==> src/rtl/pwm_pkg.sv <==
// Shared constants and types for the multi-channel PWM block.
package pwm_pkg;

    localparam int PWM_DEFAULT_W = 16;

    localparam logic [15:0] PWM_RST_PERIOD = 16'hFFFF;

    // One channel's slice of the packed duty vector at the default width.
    typedef logic [PWM_DEFAULT_W-1:0] duty_slice_t;

endpackage

==> src/rtl/pwm_cmp_ch.sv <==
// One PWM channel: compare against the shared counter, apply polarity, register the pin.
module pwm_cmp_ch
    import pwm_pkg::*;
#(
    parameter int W = PWM_DEFAULT_W
) (
    input  logic         CLK,
    input  logic         RST,
    input  logic         EN,
    input  logic [W-1:0] cnt,
    input  logic [W-1:0] duty,
    input  logic         POL,
    output logic         OUT
);

    // While disabled the pin rests at its inactive level, which is the polarity bit itself.
    always_ff @(posedge CLK) begin
        if (RST) begin
            OUT <= 1'b0;
        end else if (!EN) begin
            OUT <= POL;
        end else begin
            OUT <= (cnt < duty) ^ POL;
        end
    end

endmodule

==> src/rtl/pwm_multi.sv <==
// Multi-channel PWM with a shared period counter and double-buffered period/duty.
// Center-aligned counting (CENTER port) is built only when PWM_CENTER_ALIGN_EN is defined.
module pwm_multi
    import pwm_pkg::*;
#(
    parameter int          W          = PWM_DEFAULT_W,
    parameter int          NCH        = 4,
    parameter logic [31:0] RST_PERIOD = 32'(PWM_RST_PERIOD)
) (
    input  logic             CLK,
    input  logic             RST,
    input  logic             EN,
    input  logic             LD,
    input  logic [W-1:0]     PERIOD_IN,
    input  logic [NCH*W-1:0] DUTY_IN,
    input  logic [NCH-1:0]   POL,
`ifdef PWM_CENTER_ALIGN_EN
    input  logic             CENTER,
`endif
    output logic [NCH-1:0]   OUT,
    output logic             CYCLE_END,
    output logic             PEND
);

    localparam logic [W-1:0] RST_ACT_PERIOD = W'(RST_PERIOD);

    logic [W-1:0]          cnt;
    logic [W-1:0]          cnt_next;
    logic [W-1:0]          act_period;
    logic [W-1:0]          stg_period;
    logic [NCH-1:0][W-1:0] act_duty;
    logic [NCH-1:0][W-1:0] stg_duty;
    logic                  wrap;

`ifdef PWM_CENTER_ALIGN_EN
    logic dir_down;
    logic dir_next;
    logic center_q;
    logic en_d;

    // Up/down sequencing; periods of 0 or 1 have no down leg and end at the top.
    always_comb begin
        cnt_next = cnt + W'(1);
        dir_next = dir_down;
        wrap     = EN && (cnt == act_period);
        if (!center_q) begin
            if (wrap) begin
                cnt_next = '0;
            end
        end else begin
            wrap = 1'b0;
            if (!dir_down) begin
                if (cnt == act_period) begin
                    if (act_period <= W'(1)) begin
                        cnt_next = '0;
                        wrap     = EN;
                    end else begin
                        cnt_next = cnt - W'(1);
                        dir_next = 1'b1;
                    end
                end
            end else begin
                cnt_next = cnt - W'(1);
                if (cnt == W'(1)) begin
                    cnt_next = '0;
                    dir_next = 1'b0;
                    wrap     = EN;
                end
            end
            if (EN && !en_d) begin
                wrap = 1'b1;
            end
        end
    end

    always_ff @(posedge CLK) begin
        if (RST) begin
            dir_down <= 1'b0;
            center_q <= 1'b0;
            en_d     <= 1'b0;
        end else begin
            en_d     <= EN;
            dir_down <= EN ? dir_next : 1'b0;
            if (!EN || wrap) begin
                center_q <= CENTER;
            end
        end
    end
`else
    always_comb begin
        wrap     = EN && (cnt == act_period);
        cnt_next = wrap ? '0 : cnt + W'(1);
    end
`endif

    // LD on a boundary bypasses staging; otherwise staged values wait for a boundary or idle.
    always_ff @(posedge CLK) begin
        if (RST) begin
            cnt        <= '0;
            act_period <= RST_ACT_PERIOD;
            act_duty   <= '0;
            stg_period <= '0;
            stg_duty   <= '0;
            PEND       <= 1'b0;
            CYCLE_END  <= 1'b0;
        end else begin
            cnt       <= EN ? cnt_next : '0;
            CYCLE_END <= wrap;
            if (LD) begin
                stg_period <= PERIOD_IN;
                stg_duty   <= DUTY_IN;
            end
            if (LD && wrap) begin
                act_period <= PERIOD_IN;
                act_duty   <= DUTY_IN;
                PEND       <= 1'b0;
            end else begin
                if (PEND && (wrap || !EN)) begin
                    act_period <= stg_period;
                    act_duty   <= stg_duty;
                    PEND       <= 1'b0;
                end
                if (LD) begin
                    PEND <= 1'b1;
                end
            end
        end
    end

    for (genvar i = 0; i < NCH; i++) begin : g_ch
        pwm_cmp_ch #(
            .W(W)
        ) u_ch (
            .CLK  (CLK),
            .RST  (RST),
            .EN   (EN),
            .cnt  (cnt),
            .duty (act_duty[i]),
            .POL  (POL[i]),
            .OUT  (OUT[i])
        );
    end

endmodule

==> config.mk <==
export PLATFORM = sky130hd
export DESIGN_NAME = pwm_multi
export DESIGN_NICKNAME = d
export VERILOG_FILES = /design/src/rtl/pwm_pkg.sv /design/src/rtl/pwm_cmp_ch.sv /design/src/rtl/pwm_multi.sv
export SDC_FILE = /design/constraint.sdc
export NUM_CORES = 1
export LEC_CHECK = 0
export ABC_AREA = 1
export CAP_MARGIN = 10
export CORE_UTILIZATION = 35
export CTS_CLUSTER_DIAMETER = 40
export CTS_CLUSTER_SIZE = 14
export DETAILED_ROUTE_END_ITERATION = 6
export DONT_BUFFER_PORTS = 1
export GPL_ROUTABILITY_DRIVEN = 0
export PLACE_DENSITY = 0.57
export SYNTH_ARGS = -nofsm -noshare
export SYNTH_HDL_FRONTEND = slang
export SYNTH_HIERARCHICAL = 1
export SYNTH_SLANG_ARGS = --single-unit
==> constraint.sdc <==
create_clock -name CLK -period 4.96 [get_ports CLK]
set_clock_uncertainty 0.1 [all_clocks]
set_input_delay 0.496 -clock CLK [delete_from_list [all_inputs] [get_ports CLK]]
set_output_delay 0.496 -clock CLK [all_outputs]
set_load 0.005 [all_outputs]
# After elaboration in Yosys (flattened, before gate mapping)
# Cells that the tools add are included.
[op_classes]
add_sub_neg = 1
order_cmp = 4
n_eq_ne = 1
n_mux = 10
n_bitwise = 5
reduce_logical = 9
[op_table]
columns = ["op", "count"]
rows = [
  ["64-bit 2-to-1 mux", 2],
  ["16-bit < comparator", 4],
  ["16-bit 2-to-1 mux", 2],
  ["16-bit by 1-bit adder with 16-bit output, second input constant", 1],
  ["16-bit == test", 1],
  ["1-bit 2-to-1 mux", 6],
  ["2-bit nonzero test", 2],
  ["1-bit bitwise XOR", 4],
  ["1-bit logical AND", 3],
  ["3-bit OR reduction", 1],
  ["2-bit OR reduction", 1],
  ["1-bit logical NOT", 1],
  ["1-bit logical OR", 1],
  ["1-bit inverter", 1],
]
[totals]
regBits = 182
input_bits = 88
out_inout_bits = 6

# Logic depth before layout (Yosys ltp)
[depth]
ltp_word = 6
mapped_depth = 15
mapped_depth_nobuf = 13

# Modules after synthesis
# Netlist, hierarchy kept.
[by_module_without_submodules]
columns = ["module", "n_inst", "cells_per_inst", "area_per_inst_um2", "seq_area_each_um2"]
rows = [
  ["pwm_multi", 1, 1123, 7668.6, 3563.4],
  ["pwm_cmp_ch", 4, 75, 459.2, 20.0],
]

# Least setup slack after synthesis
# No wires, ideal clock.
[synth_timing]
path_kind = "flip-flop to flip-flop"
from = "register cnt[8]"
to = "register act_duty[12] in the netlist's numbering"
setup_ps = 116
t_arrival_ps = 1736
required_ps = 4744
slack_ps = 3008
path_stages_with_launch = 16
synth_period_minus_slack_ps = 1952
cell_sequence = "dfxtp_1 inv_2 nand2_1 nand2_1 nor2_1 nand2_1 nor2_4 nand2_2 nand2_4 nand2_2 nand2_4 inv_2 buf_6 buf_6 nor2_1 nor2_1"
[synth_between]
elab_chain_cells = 5
[synth_lines]
columns = ["item", "line", "source"]
rows = [
  ["start, declared", "pwm_multi.sv:27", "logic [W-1:0] cnt;"],
  ["start signal, assigned", "pwm_multi.sv:107", "cnt <= EN ? cnt_next : '0;"],
  ["16-bit == test *", "pwm_multi.sv:91", "wrap = EN && (cnt == act_period);"],
  ["1-bit logical AND *", "pwm_multi.sv:91", ""],
  ["1-bit logical OR", "pwm_multi.sv:118", "if (PEND && (wrap || !EN)) begin"],
  ["1-bit logical AND", "pwm_multi.sv:118", ""],
  ["2-bit nonzero test (no source line)", "-", ""],
  ["end signal, assigned", "pwm_multi.sv:120", "act_duty <= stg_duty;"],
  ["end, declared", "pwm_multi.sv:31", "logic [NCH-1:0][W-1:0] act_duty;"],
]
# Every way passes the cells marked *; elsewhere a longest branch is shown, timed or not.
# A chain may end at the register's enable or synchronous reset.

# Worst setup path in the final report
[layout_timing]
from = "register cnt[5]"
to = "register act_duty[63] in the netlist's numbering"
# The elaborated chain is that of the path after synthesis.

==> run metrics <==
synthesized flop and latch total=around 180; via/cell ratio=4.86; Seq/Total Area, Yosys=0.383; status=finished, final reports clean; ant diodes=0; fin crit period=between 3 and 4 ns; crit path buf inv count=2; total core area=between 20000 and 30000 um^2; Critical Path Sink Type=flop; CTS Buf Count=17; synthesized area=~9500 um^2; DRC Markers=0; Clock Tree Buf Depth=2; PnR worst setup slack=between 1 and 1.5 ns; Slew @ Worst Pin=0.990 ns; drt total wl=roughly 26000 um; HP Class=in -> reg; largest net degree at the start of global routing=100; synthesis warning total=6; worst-skew pair later-pin latency=between 0.4 and 0.5 ns; nets in the synthesized netlist=about 1600; final instance area=10300 um^2; Area after DPL=slightly below 10000 um^2; Worst EP arrival=3.77 ns; syn avg cell area=between 6 and 7 um^2; leakage=around 0.005 uW; Final ANT Viol Nets=0; maximum fanout along the worst path=43; H-tree levels=4; number of distinct library cells after synthesis=32; Max Cap Viol=0; CP required=between 5 and 6 ns; cts hold-fix bufs=0; area grow syn2layout=8.20%; total power divided by cell area=329 nW/um^2; root buffer cell=clkbuf_16; die width=approximately 170 um; Site Rows=59; endpoints failing setup=0; Setup Fix Bufs, Post-CTS=0; IO Pins=94; max-slew violation count=0; Synth area leader=dfxtp_1; Overflow after GRT=0; Setup TNS=0 ns; Hold Fails Final Rpt=0; layout cell share with drive strength beyond 1=0.0582; Peak VDD IR=just under 0.2 mV; Max-slew headroom=0.340; CTS tree=yes; Worst path top cell family by delay=simple AND/OR/NAND/NOR gates; top cells by area, synth=dfxtp_1 38%, nand2_1 12%, nor2_1 10%; Reg clk slew, reported paths=roughly 0.070 ns; routed len/inst=approximately 15 um; critical path class=reg -> reg; final core utilization=0.390; max incr delay on CP=between 0.6 and 0.7 ns; die height=between 150 and 200 um; Yosys top cell area share=0.383; vias in the first global route=a little over 8000; fin crit share=0.715; die area=27800 um^2; antenna violations before repair=0; RSZ-0062 raised after global routing=false; Place WS=1.42 ns; Syn Inst Count=~1400; post-detail-place hpwl=about 17000 um; Initial Utilization=0.361; Num Clock Sinks=about 180; PortBufs=0; global-route wire length before repair=42600 um; startpoint types=flop; Vias=8396; Final Net Count=around 1500; number of gates resized after cts=0; Initial DRC Count=629; CP Cell Sequence=inv_1 -> nand2_1 -> nand2_1 -> nor2_1 -> nand2_1 -> nor2_2 -> nand2_2 -> nand2_4 -> nand2_2 -> nand2_4 -> buf_4 -> o21ai_0 -> nor2_1 -> nor2_1; GRT Util Overall=0.193; CP max-delay cell=dfxtp_1; drt first pass iters=5; achievable frequency=between 200 and 300 MHz
[sequential cells by signal, indices dropped and copies added (netlist names)]
name,flops
CYCLE_END,1
PEND,1
act_duty,64
act_period,16
cnt,16
g_ch.u_ch/OUT,4
stg_duty,64
stg_period,16
[where the power goes]
group | internal [uW] | total [uW] | switching [uW]
clock network | 886 | 1480 | 598
logic | 109 | 307 | 198
registers | 1550 | 1590 | 42.1
total | 2540 | 3380 | 838
[per-layer routing]
metal | GRT usage | up-vias | part of all wire | wire length [um]
li1 | - | 4360 | - | -
met1 | 0.237 | 3884 | 0.46 | 11700
met2 | 0.341 | 126 | 0.49 | 12500
met3 | 0.0326 | 26 | 0.034 | 870
met4 | 0.0632 | 0 | 0.021 | 524
met5 | 0 | - | 0 | 0
[logic make-up (layout without fill, tap and decap cells)]
family                   Yosys count  after routing  share of synthesized area
AND/OR/NAND/NOR                  667            667                      0.287
buffers and inverters            263            231                      0.111
AO/OA/AOI/OAI                    243            243                      0.131
flip-flops                       182            182                      0.383
adder cells (fa/ha/maj)           61             61                     0.0803
XOR/XNOR                           7              7                    0.00645
[layout make-up]
type	instances	area [um^2]
fillers	2775	16100
multi-input cells	978	4800
flip-flops and latches	182	3640
inverters	192	722
clock buffers	21	470
well taps	335	419
clock inverters	11	173
repair buffers	7	52.6
[worst reg2reg max path, delay by kind of cell, from the launching register on]
family / cells / cell delay, ns
AO/OA/AOI/OAI: 1 / 0.18
flip-flops: 1 / 0.63
buffers and inverters: 2 / 0.61
AND/OR/NAND/NOR: 11 / 1.93
[cells in the final DEF, fill, tap and decap left out, types with 4 or more instances in the layout]
| cell | netlist | final |
|---|---|---|
| a211oi_1 | 4 | 4 |
| clkbuf_16 | 0 | 17 |
| inv_1 | 176 | 174 |
| buf_4 | 1 | 7 |
| clkinv_4 | 0 | 4 |
| o21ai_0 | 140 | 140 |
| nand3_2 | 5 | 5 |
| nor3_1 | 7 | 7 |
| a21oi_1 | 80 | 80 |
| o21ai_1 | 12 | 12 |
| inv_2 | 16 | 17 |
| or2_2 | 4 | 4 |
| nor3_2 | 4 | 4 |
| dfxtp_1 | 182 | 182 |
| nand2_1 | 305 | 305 |
| xor2_1 | 7 | 7 |
| bufinv_16 | 0 | 4 |
| nand3_1 | 65 | 65 |
| nor2_1 | 263 | 263 |
| o21ai_2 | 4 | 4 |
| ha_1 | 61 | 61 |
[stage by stage]
step / power [uW] / std cells / hold WS [ns]
after CTS: 3410 / 1726 / 0.0202
after global placement: 1930 / 1694 / 0.339
final: 3380 / 1726 / 0.0407
after floorplan: 1860 / 1423 / 0.325
after global routing: 3530 / 1726 / 0.0170
after detailed placement: 1930 / 1694 / 0.347
[path summary, 6_finish.rpt]
check	from	to	slack (ns)	cells past startpoint
worst min-delay path	RST	stg_duty[15]	0.04	1
worst min register to register	stg_duty[0]	stg_duty[0]	0.36	2
worst max-delay path	cnt[5]	act_duty[63]	1.41	14
worst max register to register	cnt[5]	act_duty[63]	1.41	14
[cell usage after synthesis]
cell type,number
o21ai_1,12
or2_2,4
buf_4,1
nand3_2,5
nand3_1,65
o21ai_2,4
inv_2,16
nor4_1,2
ha_1,61
o211ai_1,2
nor2_4,2
nor3_1,7
nand2_2,2
nand2_1,305
buf_2,10
clkbuf_1,52
nand4_4,1
o21ai_0,140
clkbuf_2,1
dfxtp_1,182
nand2_4,2
buf_6,7
nor3b_1,1
nor2_2,1
a211oi_1,4
nor3_2,4
nand4_1,3
a21oi_1,80
nor2_1,263
xor2_1,7
inv_1,176
o21bai_1,1
(Power assumes the default switching activity.)
